### config.mk
export PLATFORM = sky130hd
export DESIGN_NAME = sync_fifo_flags_flat
export DESIGN_NICKNAME = d
export VERILOG_FILES = /design/src/rtl/fifo_pkg.sv /design/src/rtl/sync_fifo_flags_if.sv /design/src/rtl/fifo_ram.sv /design/src/rtl/sync_fifo_flags.sv /design/src/flat_wrapper.sv
export SDC_FILE = /design/constraint.sdc
export NUM_CORES = 1
export LEC_CHECK = 0
export ABC_AREA = 1
export BUFFER_PORTS_ARGS = -buffer_cell sky130_fd_sc_hd__buf_4
export CORE_UTILIZATION = 35
export DETAILED_ROUTE_END_ITERATION = 8
export PLACE_DENSITY = 0.53
export SLEW_MARGIN = 20
export SYNTH_ARGS = -nofsm -noshare
export SYNTH_HDL_FRONTEND = slang
export SYNTH_HIERARCHICAL = 1
export SYNTH_SLANG_ARGS = --single-unit
### constraint.sdc
create_clock -name clk -period 2.7 [get_ports clk]
set_input_delay 0.54 -clock clk [delete_from_list [all_inputs] [get_ports clk]]
set_output_delay 0.54 -clock clk [all_outputs]
set_load 0.005 [all_outputs]
### src/rtl/fifo_pkg.sv
// Shared definitions for the single-clock flagged FIFO family.
// Contents:
//   read_mode_e  - read-port behaviour (registered vs first-word-fall-through)
//   ptr_w/cnt_w  - pointer and occupancy widths derived from the depth
//   params_ok    - parameter legality predicate, evaluated at elaboration
package fifo_pkg;

    typedef enum logic {
        READ_STD  = 1'b0,
        READ_FWFT = 1'b1
    } read_mode_e;

    function automatic int ptr_w(input int depth);
        return $clog2(depth);
    endfunction

    // One extra bit so that "full" (count == depth) is representable.
    function automatic int cnt_w(input int depth);
        return $clog2(depth) + 1;
    endfunction

    function automatic bit params_ok(input int width, input int depth,
                                     input int afull, input int aempty,
                                     input int fwft);
        return (width >= 1) && (depth >= 2) && ((depth & (depth - 1)) == 0) &&
               (afull >= 1) && (afull <= depth) &&
               (aempty >= 0) && (aempty <= depth - 1) &&
               ((fwft == 0) || (fwft == 1));
    endfunction

endpackage

### src/rtl/sync_fifo_flags_if.sv
// Producer/consumer bundle for sync_fifo_flags.
// master: the side driving requests (din/wen/ren/flush/clr_err) and observing status.
// slave : the FIFO itself.
interface sync_fifo_flags_if #(
    parameter int FIFO_WIDTH = 16,
    parameter int FIFO_DEPTH = 8
);
    localparam int CNT_W = fifo_pkg::cnt_w(FIFO_DEPTH);

    logic [FIFO_WIDTH-1:0] din;
    logic                  wen;
    logic                  ren;
    logic                  flush;
    logic                  clr_err;
    logic [FIFO_WIDTH-1:0] dout;
    logic                  full;
    logic                  empty;
    logic                  almost_full;
    logic                  almost_empty;
    logic [CNT_W-1:0]      count;
    logic                  overflow;
    logic                  underflow;

    modport master (
        output din, wen, ren, flush, clr_err,
        input  dout, full, empty, almost_full, almost_empty, count, overflow, underflow
    );

    modport slave (
        input  din, wen, ren, flush, clr_err,
        output dout, full, empty, almost_full, almost_empty, count, overflow, underflow
    );

endinterface

### src/rtl/fifo_ram.sv
// Simple dual-port storage: WIDTH x DEPTH words.
// Ports:
//   clk            - write clock
//   we/waddr/wdata - synchronous write port
//   raddr/rdata    - asynchronous (combinational) read port
// Contents are deliberately not reset.
module fifo_ram #(
    parameter int WIDTH = 16,
    parameter int DEPTH = 8,
    parameter int AW    = $clog2(DEPTH)
) (
    input  logic             clk,
    input  logic             we,
    input  logic [AW-1:0]    waddr,
    input  logic [WIDTH-1:0] wdata,
    input  logic [AW-1:0]    raddr,
    output logic [WIDTH-1:0] rdata
);

    logic [WIDTH-1:0] mem_q [DEPTH];

    always_ff @(posedge clk) begin
        if (we) begin
            mem_q[waddr] <= wdata;
        end
    end

    assign rdata = mem_q[raddr];

endmodule

### src/rtl/sync_fifo_flags.sv
// Single-clock FIFO with occupancy count, almost-full/almost-empty thresholds,
// sticky overflow/underflow flags, synchronous flush and selectable read mode.
// Ports:
//   clk    - single clock, all state changes on the rising edge
//   rst_n  - asynchronous active-low reset (pointers, count, dout, error flags)
//   fif    - slave side of sync_fifo_flags_if:
//            din/wen write, ren pop, flush empty, clr_err clear errors,
//            dout read data, full/empty/almost_* status, count, overflow/underflow
module sync_fifo_flags
    import fifo_pkg::*;
#(
    parameter int FIFO_WIDTH = 16,
    parameter int FIFO_DEPTH = 8,
    parameter int AFULL_TH   = FIFO_DEPTH - 1,
    parameter int AEMPTY_TH  = 1,
    parameter int FWFT       = 0
) (
    input  logic               clk,
    input  logic               rst_n,
    sync_fifo_flags_if.slave   fif
);

    localparam int         PTR_W = ptr_w(FIFO_DEPTH);
    localparam int         CNT_W = cnt_w(FIFO_DEPTH);
    localparam read_mode_e MODE  = (FWFT != 0) ? READ_FWFT : READ_STD;

    localparam logic [CNT_W-1:0] DEPTH_C  = CNT_W'(FIFO_DEPTH);
    localparam logic [CNT_W-1:0] AFULL_C  = CNT_W'(AFULL_TH);
    localparam logic [CNT_W-1:0] AEMPTY_C = CNT_W'(AEMPTY_TH);

    if (!params_ok(FIFO_WIDTH, FIFO_DEPTH, AFULL_TH, AEMPTY_TH, FWFT)) begin : g_param_err
        $error("sync_fifo_flags: illegal parameters (depth must be a power of two >= 2, thresholds in range)");
    end

    logic [PTR_W-1:0]      wr_ptr_q, wr_ptr_d;
    logic [PTR_W-1:0]      rd_ptr_q, rd_ptr_d;
    logic [CNT_W-1:0]      count_q, count_d;
    logic [FIFO_WIDTH-1:0] dout_q, dout_d;
    logic                  overflow_q, overflow_d;
    logic                  underflow_q, underflow_d;

    logic                  empty, full;
    logic                  rd_acc, wr_acc, mem_we;
    logic [FIFO_WIDTH-1:0] rd_data;

    fifo_ram #(
        .WIDTH (FIFO_WIDTH),
        .DEPTH (FIFO_DEPTH),
        .AW    (PTR_W)
    ) u_ram (
        .clk   (clk),
        .we    (mem_we),
        .waddr (wr_ptr_q),
        .wdata (fif.din),
        .raddr (rd_ptr_q),
        .rdata (rd_data)
    );

    // Flags come from the count register alone, so they move on the same edge as count.
    assign empty = (count_q == '0);
    assign full  = (count_q == DEPTH_C);

    // A full FIFO still takes a write when a pop frees a slot in the same cycle.
    assign rd_acc = fif.ren & ~empty;
    assign wr_acc = fif.wen & (~full | rd_acc);
    assign mem_we = wr_acc & ~fif.flush;

    always_comb begin
        wr_ptr_d    = wr_ptr_q;
        rd_ptr_d    = rd_ptr_q;
        count_d     = count_q;
        dout_d      = dout_q;
        overflow_d  = overflow_q;
        underflow_d = underflow_q;

        if (fif.flush) begin
            // Flush overrides every request; dout and error flags are left alone.
            wr_ptr_d = '0;
            rd_ptr_d = '0;
            count_d  = '0;
        end else begin
            if (wr_acc) begin
                wr_ptr_d = wr_ptr_q + PTR_W'(1);
            end
            if (rd_acc) begin
                rd_ptr_d = rd_ptr_q + PTR_W'(1);
                if (MODE == READ_STD) begin
                    dout_d = rd_data;
                end
            end
            count_d = count_q + {{(CNT_W-1){1'b0}}, wr_acc} - {{(CNT_W-1){1'b0}}, rd_acc};

            // Set beats clear when both happen in one cycle.
            overflow_d  = (fif.wen & full & ~rd_acc) | (overflow_q  & ~fif.clr_err);
            underflow_d = (fif.ren & empty)          | (underflow_q & ~fif.clr_err);
        end
    end

    always_ff @(posedge clk or negedge rst_n) begin
        if (!rst_n) begin
            wr_ptr_q    <= '0;
            rd_ptr_q    <= '0;
            count_q     <= '0;
            dout_q      <= '0;
            overflow_q  <= 1'b0;
            underflow_q <= 1'b0;
        end else begin
            wr_ptr_q    <= wr_ptr_d;
            rd_ptr_q    <= rd_ptr_d;
            count_q     <= count_d;
            dout_q      <= dout_d;
            overflow_q  <= overflow_d;
            underflow_q <= underflow_d;
        end
    end

    if (MODE == READ_FWFT) begin : g_fwft
        // Head word is presented directly; forced to zero while nothing is stored.
        assign fif.dout = empty ? '0 : rd_data;
    end else begin : g_std
        assign fif.dout = dout_q;
    end

    assign fif.full         = full;
    assign fif.empty        = empty;
    assign fif.almost_full  = (count_q >= AFULL_C);
    assign fif.almost_empty = (count_q <= AEMPTY_C);
    assign fif.count        = count_q;
    assign fif.overflow     = overflow_q;
    assign fif.underflow    = underflow_q;

endmodule

### src/flat_wrapper.sv
// flat-port wrapper written by rule: the top's interface ports become plain ports
module sync_fifo_flags_flat import fifo_pkg::*;
#(
    parameter int FIFO_WIDTH = 16,
    parameter int FIFO_DEPTH = 8,
    parameter int AFULL_TH   = FIFO_DEPTH - 1,
    parameter int AEMPTY_TH  = 1,
    parameter int FWFT       = 0
)
  (clk, rst_n, fif_din, fif_wen, fif_ren, fif_flush, fif_clr_err, fif_dout, fif_full, fif_empty, fif_almost_full, fif_almost_empty, fif_count, fif_overflow, fif_underflow);
  sync_fifo_flags_if #(.FIFO_WIDTH(FIFO_WIDTH), .FIFO_DEPTH(FIFO_DEPTH)) fif_i ();
  input  logic clk;
  input  logic rst_n;
  input wire logic [$bits(fif_i.din)-1:0] fif_din;
  input wire logic [$bits(fif_i.wen)-1:0] fif_wen;
  input wire logic [$bits(fif_i.ren)-1:0] fif_ren;
  input wire logic [$bits(fif_i.flush)-1:0] fif_flush;
  input wire logic [$bits(fif_i.clr_err)-1:0] fif_clr_err;
  output wire logic [$bits(fif_i.dout)-1:0] fif_dout;
  output wire logic [$bits(fif_i.full)-1:0] fif_full;
  output wire logic [$bits(fif_i.empty)-1:0] fif_empty;
  output wire logic [$bits(fif_i.almost_full)-1:0] fif_almost_full;
  output wire logic [$bits(fif_i.almost_empty)-1:0] fif_almost_empty;
  output wire logic [$bits(fif_i.count)-1:0] fif_count;
  output wire logic [$bits(fif_i.overflow)-1:0] fif_overflow;
  output wire logic [$bits(fif_i.underflow)-1:0] fif_underflow;
  assign fif_i.din = fif_din;
  assign fif_i.wen = fif_wen;
  assign fif_i.ren = fif_ren;
  assign fif_i.flush = fif_flush;
  assign fif_i.clr_err = fif_clr_err;
  assign fif_dout = fif_i.dout;
  assign fif_full = fif_i.full;
  assign fif_empty = fif_i.empty;
  assign fif_almost_full = fif_i.almost_full;
  assign fif_almost_empty = fif_i.almost_empty;
  assign fif_count = fif_i.count;
  assign fif_overflow = fif_i.overflow;
  assign fif_underflow = fif_i.underflow;
  sync_fifo_flags #(.FIFO_WIDTH(FIFO_WIDTH), .FIFO_DEPTH(FIFO_DEPTH), .AFULL_TH(AFULL_TH), .AEMPTY_TH(AEMPTY_TH), .FWFT(FWFT)) u_core (.clk(clk), .rst_n(rst_n), .fif(fif_i));
endmodule
# --- Yosys cells after proc, flatten, opt, wreduce, memory -nomap -nowiden ---
# Memories as Yosys holds them, arrays and structs flattened. A register that Yosys moved wholly into a read port is not among the register bits.
# Index checks and enable logic that the tools add are counted.
# Widths: inputs -> output; s select.
op_classes:
  n_lt_le_gt_ge: 2
  n_bitwise: 16
  n_reduce_logical: 5
  eq_ne: 1
  add_sub_neg: 4
  n_mux: 7
op_table:
  columns: ["op", "count"]
  rows:
  - ["$mux 3", 4]
  - ["$and 1x1->1", 8]
  - ["$add 3x1->3 const B", 2]
  - ["$not 1->1", 5]
  - ["$add 4x1->4", 1]
  - ["$eq 4x4->1 const B", 1]
  - ["$ge 4x3->1 const B", 1]
  - ["$le 4x1->1 const B", 1]
  - ["$logic_not 4->1", 1]
  - ["$mux 4", 1]
  - ["$reduce_bool 2->1", 2]
  - ["$sub 4x1->4", 1]
  - ["$or 1x1->1", 3]
  - ["$mux 1", 2]
  - ["$reduce_and 2->1", 1]
  - ["$logic_not 1->1", 1]
totals:
  wordCells: 41
  mem_count: 1
  in_bits: 22
  regBits: 12
  ramBits: 128
mem_list:
  columns: ["name", "depth", "width", "rd", "rd_ports_with_merged_regs", "wr", "line_no", "text"]
  rows:
  - ["u_core.u_ram.mem_q", 8, 16, 1, 1, 1, "fifo_ram.sv:20", "logic [WIDTH-1:0] mem_q [DEPTH];"]

# --- Logic depth before layout (Yosys ltp) ---
logic_depth:
  word_depth: 8
  mapped_depth: 12

# --- Hierarchy ---
# The synthesis kept the hierarchy.
modules_own_cells:
  columns: ["module", "instances", "area_each_um2", "cells_per_inst"]
  rows:
  - ["fifo_ram", 1, 5669.2, 571]
  - ["sync_fifo_flags", 1, 1352.5, 150]

# --- Least setup slack after synthesis ---
# No wires, ideal clock.
synth_timing:
  path_type: "register to register"
  startpoint: "reg u_core.count_q[2] (netlist: u_core/fif.count[2])"
  endpoint: "mem u_core.u_ram.mem_q[1][0] (enable)"
  setup_ps: 388
  path_stages_with_launch: 10
  arrival_ps: 2029
  synth_period_minus_slack_ps: 2418
  slack_ps: 282
  required_ps: 2312
  cell_sequence: "dfrtp_1 -> inv_1 -> ha_1 -> nand2_2 -> nand2_1 -> nand2_2 -> nand2_2 -> nor2_1 -> nand2_1 -> nor2_1"
synth_between:
  elab_chain_len: 8
  word_cells_on_any_way: 10
  classes_between: "1 x eq/ne; 2 x mux; 6 x bitwise; 1 x reduce/logical"
synth_rtl:
  columns: ["element", "line_no", "text"]
  rows:
  - ["from (decl)", "sync_fifo_flags.sv:37", "logic [CNT_W-1:0] count_q, count_d;"]
  - ["from (signal assigned)", "sync_fifo_flags.sv:110", "count_q <= count_d;"]
  - ["$logic_not 4->1", "sync_fifo_flags.sv:60", "assign empty = (count_q == '0);"]
  - ["$not 1->1", "sync_fifo_flags.sv:64", "assign rd_acc = fif.ren & ~empty;"]
  - ["$and 1x1->1", "sync_fifo_flags.sv:64", null]
  - ["$or 1x1->1 *", "sync_fifo_flags.sv:65", "assign wr_acc = fif.wen & (~full | rd_acc);"]
  - ["$and 1x1->1 *", "sync_fifo_flags.sv:65", null]
  - ["$and 1x1->1 *", "sync_fifo_flags.sv:66", "assign mem_we = wr_acc & ~fif.flush;"]
  - ["via u_core.mem_we", "sync_fifo_flags.sv:43", "logic rd_acc, wr_acc, mem_we;"]
  - ["$mux 1 *", "fifo_ram.sv:23", "if (we) begin"]
  - ["$mux 1 (implied by the code) *", "fifo_ram.sv:24", "mem_q[waddr] <= wdata;"]
  - ["to (decl)", "fifo_ram.sv:20", null]
# Mark *: on every way through the listed nets, which the timed path passes. The rest lies on a longest branch.

# --- Worst setup path after layout ---
layout_timing:
  startpoint: "reg u_core.count_q[2] (netlist: u_core/fif.count[2])"
  endpoint: "mem u_core.u_ram.mem_q[3][9] (enable)"
# Same word-level chain as after synthesis.

==> metrics.csv <==
stage;metric;value;unit
global_route;grt_overflow;0;
power_and_ir_drop;p_leak;3.90;nW
critical_path;cp_data_arrival_time;2.43;ns
floorplanning;fp.coreArea;19600;sq um
yosys;synth_top_family_by_area;simple AND/OR/NAND/NOR gates;
route;vias;4593;
final_layout;instances_no_fill;1056;
timing;finalCritPeriodShare;86.4;%
floorplanning;die_area;20600;sq um
timing;maxSlewHeadroom;49.8;%
yosys;synth_top_area_share;54.7;%
power_and_ir_drop;totalPowerFinal;7.40;mW
yosys;ys_ff_latch;156;
floorplanning;die_height;144;microns
timing;worst_pin_slew;0.752;ns
clocking;clock-root-buffer;clkbuf_16;
route;vias_per_cell;4.35;
timing;rsz0062_at_grt;no;
timing;layout_setup_ws;0.367;ns
yosys;synth_compound_area_share;0.677;%
critical_path;r2r_start;u_core/fif.count[2];
route;wl_per_cell;14.2;microns
power_and_ir_drop;power.density;894;nW/um^2
timing;period_minus_slack;2.33;ns
critical_path;critPathLaunchType;flip-flop;
clocking;hold_buffers;0;
critical_path;crit_path_max_fanout;16;
yosys;synth_xor_area_share;0.374;%
final_layout;diodes;0;
timing;setup_viol;0;
yosys;yosysTopAreaCell;edfxtp_1;
critical_path;startpoint;u_core/fif.count[2];
timing;final_hold_viol_count;0;
global_route;antenna_found_initial;0;
route;drtIter0Drc;311;
timing;hold_ws;0.0304;ns
final_layout;stdcell_area;8280;sq um
route;routed_wl;15000;microns
status;outcome;complete, no violations;
final_layout;drive_gt1_share;13.1;%
placed_design;place_congestion;0.799;
critical_path;reg2reg_slack;0.37;ns
timing;fin_tns_setup;0;ns
timing;skew;0.00906;ns
clocking;htreeDepth;4;
route;drtAntennaViolNets;0;
critical_path;r2r_end;u_core/u_ram/mem_q[3][9];
clocking;cts_buffers;17;
job;max_cap_viol_count;0;
clocking;cts_tree;yes;
floorplanning;die_w;144;microns
final_layout;n_fill_cell;1896;
critical_path;cp-end-kind;flip-flop;
final_layout;syn2layout_area_growth;17.9;%
route;drcViolationCount;0;
floorplanning;rows;51;
power_and_ir_drop;ir_drop;0.430;mV
clocking;cts_resized;0;
placed_design;io_buffer_count;47;
final_layout;utilization;42.3;%
critical_path;criticalPathCategory;reg -> reg;
clocking;cts.sinks;156;
floorplanning;io_pins;48;
yosys;netlist_instances;721;
clocking;clkTransAtPathRegs;0.06;ns
clocking;post_cts_buffers;0;
placed_design;pre_cts_ws;0.396;ns
placed_design;dp.cells;1024;
global_route;grt_pass1_wl;23300;microns
yosys;avgSynthCellArea;9.74;sq um
clocking;clock_tree.buffer_depth;2;
global_route;grt_max_degree;68;
global_route;grt_pass1_vias;4181;
yosys;synth_mux_area_share;0;%
critical_path;reg2regPathDepth;10;
placed_design;dp_hpwl;9520;microns
yosys;ys_seq_area_share;64.7;%
clocking;insertion_delay;0.42;ns
timing;maxSlewViolCount;0;
yosys;syn-num-nets;753;
global_route;grt_util_all_layers;15.8;%
critical_path;required;2.80;ns
yosys;yosysWarnings;6;
final_layout;final_nets;810;
floorplanning;initial_core_util;35.8;%
yosys;synth_area_leaders;edfxtp_1 55%, nand2_1 15%, dfrtp_1 10%;
timing;fmax;429;MHz
placed_design;placed_area;7670;sq um
route;drtPass1Iterations;4;
critical_path;crit_end;u_core/u_ram/mem_q[3][9];
yosys;synth_cell_types;23;
yosys;syn_area;7020;sq um
yosys;synthAdderAreaFrac;1.89;%
yosys;synth_simple_gate_area_share;21.8;%
hold_path;hp-class;in -> async;
==> sequential cells by signal (all words and copies together) (netlist names) <==
signal                count
u_core/wr_ptr_q           3
u_core/fif.count          4
u_core/fif.overflow       1
u_core/fif.underflow      1
u_core/u_ram/mem_q      128
u_core/rd_ptr_q           3
u_core/fif.dout          16
==> layout by cell type (no fill, tap or decap) <==
master / count
clkinv_4: 1
a21oi_1: 3
dfrtp_2: 1
clkbuf_16: 17
inv_1: 141
clkbuf_1: 1
ha_1: 9
nor2_8: 1
clkinv_1: 4
nor2_2: 2
buf_4: 62
nand3_1: 74
nand4_1: 4
nor2_1: 12
edfxtp_1: 128
clkinv_2: 2
clkinvlp_4: 3
inv_4: 1
xor2_1: 2
fa_1: 1
or2_2: 1
dfrtp_1: 27
a21o_1: 1
xnor2_1: 1
o21ai_0: 5
nand2_2: 4
nor3b_1: 1
inv_2: 3
buf_12: 2
bufinv_16: 4
nand2_1: 273
==> worst min path at each step <==
stage                   startpoint             endpoint  slack (ns)  cells past startpoint
6_report                     rst_n  u_core/fif.dout[10]        0.03                      1
3_3_place_gp   u_core/fif.dout[15]  u_core/fif.dout[15]        0.46                      2
2_1_floorplan                rst_n  u_core/fif.count[0]        0.24                      0
3_5_place_dp    u_core/fif.dout[6]   u_core/fif.dout[6]        0.46                      2
5_1_grt                      rst_n   u_core/fif.dout[8]        0.05                      1
4_1_cts                      rst_n  u_core/fif.dout[10]        0.02                      1
==> routing by layer <==
| metal | wire [microns] | vias to the layer above | track usage [%] |
|---|---|---|---|
| li1 | - | 2360 | - |
| met1 | 7460 | 2099 | 22.2 |
| met2 | 6680 | 121 | 23.5 |
| met3 | 627 | 13 | 3.13 |
| met4 | 216 | 0 | 6.89 |
| met5 | 0 | - | 0 |
==> synthesized netlist by cell type <==
library cell / count
nor3b_1: 1
inv_4: 1
fa_1: 1
nand2_2: 4
edfxtp_1: 128
xnor2_1: 1
ha_1: 9
o21ai_0: 5
nor2_8: 1
nand2_1: 273
a21oi_1: 3
inv_2: 3
nand4_1: 4
a21o_1: 1
dfrtp_1: 28
buf_2: 13
or2_2: 1
inv_1: 141
buf_6: 8
xor2_1: 2
nor2_1: 14
nand3_1: 74
buf_4: 5
==> power breakdown <==
group / switching (mW) / total, mW / internal, mW
Clock: 0.903 / 2.43 / 1.53
Sequential: 0.129 / 2.97 / 2.84
Combinational: 1.24 / 2.00 / 0.762
Total: 2.27 / 7.40 / 5.13
==> cell families after synthesis <==
family                     after synthesis
xor gates and xnor gates                 3
AOI/OAI and AO/OA                        9
DFF                                    156
adders and majority gates               10
and+or+nand+nor                        372
buffers and inverters                  171
==> final cells by class <==
cell class,count,area [sq um],share of cell area (%)
clock buffers,18,429,5.18
well taps,265,332,4.01
clock inverters,14,176,2.13
flip-flops and latches,156,4550,54.9
repair buffers,64,505,6.11
multi-input cells,394,1740,21.1
inverters,145,547,6.61
==> worst max-delay path: stages, from the launching register on <==
cell and delay [ns]:
dfrtp_1 0.37, inv_1 0.10, ha_1 0.25, nand2_2 0.11, nand2_1 0.15, nand2_2 0.16, nand2_2 0.09, nor2_1 0.18
nand2_1 0.16, nor2_1 0.14, buf_4 0.29
No activity file was read; power rests on OpenSTA's default activity.
